$ cat config.mk
export PLATFORM = sky130hd
export DESIGN_NAME = elbeth_pc_unit
export DESIGN_NICKNAME = d
export VERILOG_FILES = /design/src/rtl/elbeth_pc_unit.sv
export SDC_FILE = /design/constraint.sdc
export NUM_CORES = 1
export LEC_CHECK = 0
export ABC_AREA = 0
export CORE_UTILIZATION = 45
export DETAILED_ROUTE_END_ITERATION = 12
export PLACE_DENSITY = 0.72
export SKIP_CTS_REPAIR_TIMING = 1
export SLEW_MARGIN = 30
export SYNTH_ARGS = -nofsm -noshare
export SYNTH_HDL_FRONTEND = slang
export SYNTH_SLANG_ARGS = --single-unit
$ cat constraint.sdc
create_clock -name clk -period 4.5 [get_ports clk]
set_clock_uncertainty 0.2 [all_clocks]
set_input_delay 1.125 -clock clk [delete_from_list [all_inputs] [get_ports clk]]
set_output_delay 1.125 -clock clk [all_outputs]
set_load 0.05 [all_outputs]
$ cat src/rtl/elbeth_pc_unit.sv
// ELBETH fetch-stage program-counter unit.
// Holds the architectural PC, produces pc+INC, and arbitrates the next PC between
// exception vector, taken branch (possibly held across a stall), stall hold and
// sequential increment.
// Optional return-address stack: define ELBETH_PC_RAS_EN.
module elbeth_pc_unit #(
    parameter int unsigned      WIDTH        = 32,
    parameter int unsigned      INC          = 4,
    parameter int unsigned      ALIGN_BITS   = 2,
    parameter logic [WIDTH-1:0] RESET_VECTOR = WIDTH'(32'h0000_0000),
    parameter logic [WIDTH-1:0] EXC_VECTOR   = WIDTH'(32'h0000_0100),
    parameter int unsigned      RAS_DEPTH    = 4
) (
    input  logic             clk,
    input  logic             rst,
    input  logic             stall,
    input  logic             branch_taken,
    input  logic [WIDTH-1:0] branch_target,
    input  logic             call,
    input  logic             ret,
    input  logic             exception,
    output logic [WIDTH-1:0] pc,
    output logic [WIDTH-1:0] pc_seq,
    output logic             pc_valid,
    output logic [WIDTH-1:0] epc,
    output logic             misalign,
    output logic             redirect_pending,
    output logic             ras_empty
);

    localparam logic [WIDTH-1:0] ALIGN_MASK = WIDTH'((64'd1 << ALIGN_BITS) - 64'd1);

    logic [WIDTH-1:0] pend_target;
    logic             pend_call;
    logic             pend_ret;

    logic [WIDTH-1:0] pc_d;
    logic [WIDTH-1:0] epc_d;
    logic             misalign_d;
    logic             pend_valid_d;
    logic [WIDTH-1:0] pend_target_d;
    logic             pend_call_d;
    logic             pend_ret_d;

    logic             e_valid;
    logic [WIDTH-1:0] e_target;
    logic             e_call;
    logic             e_ret;
    logic [WIDTH-1:0] apply_target;
    logic             ras_push;
    logic             ras_pop;
    logic [WIDTH-1:0] ras_top;

    // Sequential PC wraps silently past all-ones
    assign pc_seq = pc + WIDTH'(INC);

    // Effective redirect: a fresh branch overrides any held one; call wins over ret
    assign e_valid  = branch_taken | redirect_pending;
    assign e_target = branch_taken ? branch_target : pend_target;
    assign e_call   = branch_taken ? call : pend_call;
    assign e_ret    = branch_taken ? (ret & ~call) : pend_ret;

`ifdef ELBETH_PC_RAS_EN
    localparam int unsigned PTR_W = (RAS_DEPTH > 1) ? $clog2(RAS_DEPTH) : 1;
    localparam int unsigned CNT_W = $clog2(RAS_DEPTH + 1);

    logic [WIDTH-1:0] ras_mem [RAS_DEPTH];
    logic [PTR_W-1:0] ras_wr_ptr;
    logic [PTR_W-1:0] ras_top_idx;
    logic [CNT_W-1:0] ras_count;

    assign ras_top_idx = (ras_wr_ptr == '0) ? PTR_W'(RAS_DEPTH - 1) : ras_wr_ptr - PTR_W'(1);
    assign ras_top     = ras_mem[ras_top_idx];
    assign ras_empty   = (ras_count == '0);

    // Circular return-address stack: overflow overwrites oldest, count saturates
    always_ff @(posedge clk or posedge rst) begin
        if (rst) begin
            ras_wr_ptr <= '0;
            ras_count  <= '0;
            for (int i = 0; i < int'(RAS_DEPTH); i++) begin
                ras_mem[i] <= '0;
            end
        end else if (ras_push) begin
            ras_mem[ras_wr_ptr] <= pc_seq;
            ras_wr_ptr <= (ras_wr_ptr == PTR_W'(RAS_DEPTH - 1)) ? '0 : ras_wr_ptr + PTR_W'(1);
            if (ras_count != CNT_W'(RAS_DEPTH)) begin
                ras_count <= ras_count + CNT_W'(1);
            end
        end else if (ras_pop) begin
            ras_wr_ptr <= ras_top_idx;
            ras_count  <= ras_count - CNT_W'(1);
        end
    end
`else
    logic unused_ras_inputs;

    assign ras_top           = '0;
    assign ras_empty         = 1'b1;
    assign unused_ras_inputs = ^{e_call, e_ret, ras_push, ras_pop, ras_top};
`endif

    // Next-PC arbitration: exception, redirect (hold or apply), stall, increment
    always_comb begin
        pc_d          = pc;
        epc_d         = epc;
        misalign_d    = 1'b0;
        pend_valid_d  = redirect_pending;
        pend_target_d = pend_target;
        pend_call_d   = pend_call;
        pend_ret_d    = pend_ret;
        apply_target  = e_target;
        ras_push      = 1'b0;
        ras_pop       = 1'b0;

        if (exception) begin
            pc_d          = EXC_VECTOR;
            epc_d         = pc;
            pend_valid_d  = 1'b0;
            pend_target_d = '0;
            pend_call_d   = 1'b0;
            pend_ret_d    = 1'b0;
        end else if (e_valid) begin
            if (stall) begin
                pend_valid_d  = 1'b1;
                pend_target_d = e_target;
                pend_call_d   = e_call;
                pend_ret_d    = e_ret;
            end else begin
                pend_valid_d  = 1'b0;
                pend_target_d = '0;
                pend_call_d   = 1'b0;
                pend_ret_d    = 1'b0;
`ifdef ELBETH_PC_RAS_EN
                if (e_call) begin
                    ras_push = 1'b1;
                end else if (e_ret && !ras_empty) begin
                    ras_pop      = 1'b1;
                    apply_target = ras_top;
                end
`endif
                if ((apply_target & ALIGN_MASK) != '0) begin
                    pc_d       = EXC_VECTOR;
                    epc_d      = apply_target;
                    misalign_d = 1'b1;
                end else begin
                    pc_d = apply_target;
                end
            end
        end else if (!stall) begin
            pc_d = pc_seq;
        end
    end

    // Architectural state and registered outputs
    always_ff @(posedge clk or posedge rst) begin
        if (rst) begin
            pc               <= RESET_VECTOR;
            epc              <= '0;
            misalign         <= 1'b0;
            pc_valid         <= 1'b0;
            redirect_pending <= 1'b0;
            pend_target      <= '0;
            pend_call        <= 1'b0;
            pend_ret         <= 1'b0;
        end else begin
            pc               <= pc_d;
            epc              <= epc_d;
            misalign         <= misalign_d;
            pc_valid         <= 1'b1;
            redirect_pending <= pend_valid_d;
            pend_target      <= pend_target_d;
            pend_call        <= pend_call_d;
            pend_ret         <= pend_ret_d;
        end
    end

endmodule

==> results.json <==
{
  "use_met3": 0.0634,
  "rsz0062_at_grt": "no",
  "insertion_delay_ns": 0.34,
  "max_stage_delay_ns": 0.82,
  "crit_arrival_ns": 3.04,
  "layout_commonest_cell": "clkdlybuf4s50_1",
  "htreeDepth": 3,
  "hold_viol_final": 0,
  "worstReg2RegEnd": "pc[20]",
  "core_region_area_mm2": 0.0110,
  "synthFlopType": "dfrtp_1",
  "portBuffers": 135,
  "status": "finished clean",
  "die_width_um": 109,
  "clkSlewWorstSetupHoldPaths_ns": 0.07,
  "cts_buffer_depth": 2,
  "ys_warn_count": 0,
  "clock-sinks": 99,
  "drc": 0,
  "period_minus_slack_ns": 4.36,
  "path_cells": "ha_1 -> nand2_1 -> nor4_4 -> and3_1 -> xor2_1 -> clkdlybuf4s50_1",
  "row_count": 38,
  "crit_path_start": "pc[2]",
  "detail_route.first_pass.iterations": 6,
  "diodes": 0,
  "cts_tree": "yes",
  "cp_max_fo": 8,
  "antenna_found_initial": 0,
  "synth_seq_cells": 99,
  "setup_slack_ns": 0.139,
  "drv_cap": 0,
  "wl_per_cell_um": 19.4,
  "io-pin-count": 139,
  "top_usage_layer": "met2",
  "r2r_start": "pc[2]",
  "async_reset_ff_frac": 1.00,
  "required_ns": 3.17,
  "post_drt_via_cell_ratio": 6.02,
  "chipHeight_um": 109,
  "routabilityCongestion": 0.829,
  "fin_hold_ws_ns": 0.283,
  "layout-drive-gt1-share": 0.0732,
  "grt_overflow": 0,
  "detailedPlace.worstSlack_ns": 0.357,
  "root_buffer": "clkbuf_16",
  "power.leakage_nw": 3.09,
  "worst_pin_slew_ns": 0.823,
  "synth_area_mm2": 0.00518,
  "dp_cells": 792,
  "pwr_density_cell_mw_per_mm2": 307,
  "hp-class": "reg -> reg",
  "synth.top_cells.by_area": "dfrtp_1 (48%), a221o_1 (6.4%), mux2i_1 (6.4%), o21ai_0 (4.5%), nor2_1 (4.1%)",
  "critPathSlowestCell": "clkdlybuf4s50_1",
  "syn_to_final_growth_pct": 34.5,
  "endpoint": "pc_seq[16]",
  "slew_viol_final": 0,
  "drt-total-wl_um": 15700,
  "grt_max_degree": 63,
  "maxSlewHeadroom": 0.452,
  "ant_nets": 0,
  "drt_iter0_drc": 376,
  "ys_types": 47,
  "via_count": 4868,
  "criticalPathCategory": "reg -> out",
  "end_kind": "output pin",
  "synth_edf_count": 0,
  "grt_usage": 0.276,
  "synth_top_area_frac": 0.478,
  "setup_viol": 0,
  "grt_pass1_vias": 4685,
  "finalPower_w": 0.00214,
  "finalNonFillerCells": 809,
  "start_util": 0.470,
  "cts_buffers": 9,
  "final_cell_mix": "clkdlybuf4s50_1 (126), dfrtp_1 (99), nor2_1 (55), nand2_1 (52), o21ai_0 (47)",
  "dp.final_hpwl_um": 10700,
  "seq_area_frac_synth": 0.478,
  "design_area_mm2": 0.00697,
  "postPlaceCellArea_mm2": 0.00666,
  "fin_nets": 704,
  "grtUsageMet2": 0.435,
  "irDropWorstVdd_mv": 0.193,
  "max_freq_mhz": 229,
  "r2r.worst_path.cells": 7,
  "postSynthCellCount": 547,
  "syn_avg_cell_area_um2": 9.47,
  "worst-r2r-setup-slack_ns": 1.81,
  "use_met1": 0.381,
  "period_share": 0.969,
  "synth_top_cell_by_area": "dfrtp_1",
  "start_kind": "flop",
  "grt_pass1_wl_um": 25000,
  "die_area_mm2": 0.0119
}
## worst min-delay path by stage
stage                 endpoint  depth (start not counted)             from  slack, ns
6_report        pend_target[3]                          2   pend_target[3]       0.28
3_3_place_gp   pend_target[28]                          2  pend_target[28]       0.26
4_1_cts        pend_target[24]                          2  pend_target[24]       0.28
3_5_place_dp   pend_target[24]                          2  pend_target[24]       0.27
2_1_floorplan  pend_target[10]                          2  pend_target[10]       0.25
5_1_grt        pend_target[10]                          2  pend_target[10]       0.31
## synthesized netlist by cell type, drive strengths merged (9+ instances only)
library cell,number
a21oi,28
a221o,33
and3,11
buf,19
clkbuf,30
dfrtp,99
inv,9
mux2i,33
nand2,52
nand3,11
nand4,10
nor2,56
nor3,26
o21ai,47
xnor2,14
xor2,14
## routing by layer
layer	up-vias	wire length, µm	share of wire
met3	21	1240	0.079
li1	2219	-	-
met4	0	255	0.016
met1	2409	6760	0.43
met2	219	7450	0.47
met5	-	0	0
## cell families (layout without fill, tap and decap cells)
kind of cell / after synthesis / after routing / synth area share
adder cells (fa/ha/maj): 1 / 1 / 0.00241
XOR/XNOR: 28 / 28 / 0.0473
buffers and inverters: 59 / 180 / 0.0476
AO/OA/AOI/OAI: 137 / 137 / 0.183
multiplexers: 33 / 33 / 0.0638
AND/OR/NAND/NOR: 189 / 189 / 0.177
other: 1 / 2 / 0.000724
flip-flops: 99 / 99 / 0.478
## through the flow
| step | TNS [ns] | util |
|---|---|---|
| final | 0 | 0.632 |
| after global routing | 0 | 0.632 |
| after CTS | -0.0193 | 0.629 |
| after detailed placement | 0 | 0.603 |
| after global placement | 0 | 0.603 |
| after floorplan | 0 | - |
## registers in the layout (all words and copies together), names as in the netlist
| register | flops |
|---|---|
| pc | 32 |
| pend_target | 32 |
| redirect_pending | 1 |
| epc | 32 |
| pc_valid | 1 |
| misalign | 1 |
## layout make-up
class	count	area [µm²]
Fill cell	977	4060
Multi-Input combinational cell	390	2500
Sequential cell	99	2480
Timing Repair Buffer	154	1500
Clock buffer	11	243
Tap cell	140	175
Inverter	10	40.0
Clock inverter	5	37.5
## report_power, final
part           internal, W  switching, W  leakage [nW]  total, W
clock             0.000393      0.000345         0.132  0.000738
combinational     0.000150      0.000287          1.61  0.000437
sequential        0.000926     0.0000391          1.35  0.000965
## worst max-delay path: cells and delay by family, from the launching register on
family / cells / cell delay [ns]
flip-flops: 1 / 0.50
XOR/XNOR: 1 / 0.17
buffers and inverters: 1 / 0.82
AND/OR/NAND/NOR: 3 / 0.90
adder cells (fa/ha/maj): 1 / 0.30
No activity file was read; power rests on OpenSTA's default activity.
==> RTL edit: new RTL, same settings <==
`WIDTH`: 32 -> 64.
--- a/src/rtl/elbeth_pc_unit.sv
+++ b/src/rtl/elbeth_pc_unit.sv
@@ -4,7 +4,7 @@
 // sequential increment.
 // Optional return-address stack: define ELBETH_PC_RAS_EN.
 module elbeth_pc_unit #(
-    parameter int unsigned      WIDTH        = 32,
+    parameter int unsigned      WIDTH        = 64,
     parameter int unsigned      INC          = 4,
     parameter int unsigned      ALIGN_BITS   = 2,
     parameter logic [WIDTH-1:0] RESET_VECTOR = WIDTH'(32'h0000_0000),
Ports: changed (resized branch_target, epc, pc and pc_seq); port bits go from 139 to 267. The function was not compared with the original's and may differ.
==> RTL edit against the original RTL <==
- cell area up 110%
- worst setup slack got worse by 14 ps
- routed wire length grew 130%
- sequential cell count is 96 higher
- synthesized area up 110%
- worst hold slack got worse by 2.7 ps
- total power grew 110%
- final cell count rose by 110%
- critical endpoint is now pc_seq[55]
- highest routed layer unchanged
==> RTL edit: results <==
[pwr]
peakVddDrop_mv = 0.215
leakagePower_uw = 0.00644

[finish]
fin_nets = 1423
n_all_inverters = 17
layout-drive-gt1-share_pct = 11.4
seq_area_sq_um = 4880
top_regs = epc (64), pc (64), pend_target (64)
multi_input_area_sq_um = 5300
buffers = 306
area_share_nonclk_buffers_pct = 21.6
fillers = 1919
nMultiInputCombCells = 814
clkbuf_count = 20
nFlopsAndLatches = 195

[route]
drtIter0Drc = 752
via_per_inst = 6.01
routedWlPerCell_microns = 21.7
drt-pass1-iter-count = 5

[grt]
grt_pass1_vias = 9663
grt_max_degree = 77
grt_pass1_wl_mm = 56.4
grtUsageTotal_pct = 30.2

[logic_synthesis]
yosys-top-cells-count = 195 x dfrtp_1, 138 x nor2_1, 104 x nand2_1, 97 x o21ai_0, 71 x a221o_1
synthTopCellsByArea = dfrtp_1 46%, a221o_1 6.7%, mux2i_1 5.9%, nor2_1 4.9%, o21ai_0 4.6%
yosysSeqAreaShare_pct = 45.8
synth_cell_type_count = 73

[timing]
slew_headroom_pct = 42.4

[hold_path]
hp-start = pend_target[44]

[outcome]
status = finished, final reports clean

[setup_path]
worst-path-max-fanout = 10
max_stage_delay_ps = 550
crit_slowest_cell = dfrtp_1
arrival_ps = 3050

[clocking]
worstSkewPairLatency_ps = 440

[placed_design]
gp_congestion = 0.884
## RTL edit: power groups by stage
stage | Sequential, uW | Combinational [uW] | Clock, uW
after global placement | 1960 | 969 | 0
after floorplan | 2140 | 409 | 0
after global routing | 1940 | 1030 | 1670
after detailed placement | 1960 | 977 | 0
final | 1930 | 975 | 1570
after CTS | 1920 | 980 | 1590
## RTL edit: final timing paths
| path | to | slack, ps | cells past startpoint |
|---|---|---|---|
| worst max register to register | pc[48] | 1490 | 7 |
| min in group asynchronous | epc[53] | 920 | 2 |
| worst min-delay path | pend_target[44] | 280 | 2 |
| worst max-delay path | pc_seq[55] | 120 | 7 |
| max in group asynchronous | pc[17] | 2320 | 3 |
| worst min register to register | pend_target[44] | 280 | 2 |
## RTL edit: layer usage
metal	up-vias	GRT usage, %	share of wire, %
met5	-	0	0
met4	0	9.43	2.1
met3	58	6.75	8.8
met2	481	47.5	47
met1	5002	41.3	42
li1	4542	-	-
## RTL edit: kinds of logic (layout without fill, tap and decap cells)
family,count (synthesis),in the layout,share of synthesized area [%]
simple gates,407,407,19.6
compound gates,279,279,18.3
flops,195,195,45.8
buf+inv,115,355,5.11
mux,65,65,6.13
xor+xnor,60,60,4.93
fa+ha+maj,1,1,0.117
other cells,1,2,0.0352
## RTL edit: through the flow
| stage | TNS [ps] | setup WS (ps) | cells | instance area [sq um] | util [%] |
|---|---|---|---|---|---|
| 2_1_floorplan | 0 | 164 | 1124 | 10700 | - |
| 3_3_place_gp | 0 | 456 | 1642 | 13700 | 59.6 |
| 3_5_place_dp | 0 | 432 | 1642 | 13700 | 59.6 |
| 4_1_cts | -18.4 | -12.0 | 1674 | 14300 | 62.2 |
| 5_1_grt | 0 | 9.01 | 1677 | 14300 | 62.5 |
| 6_report | 0 | 125 | 1677 | 14300 | 62.5 |
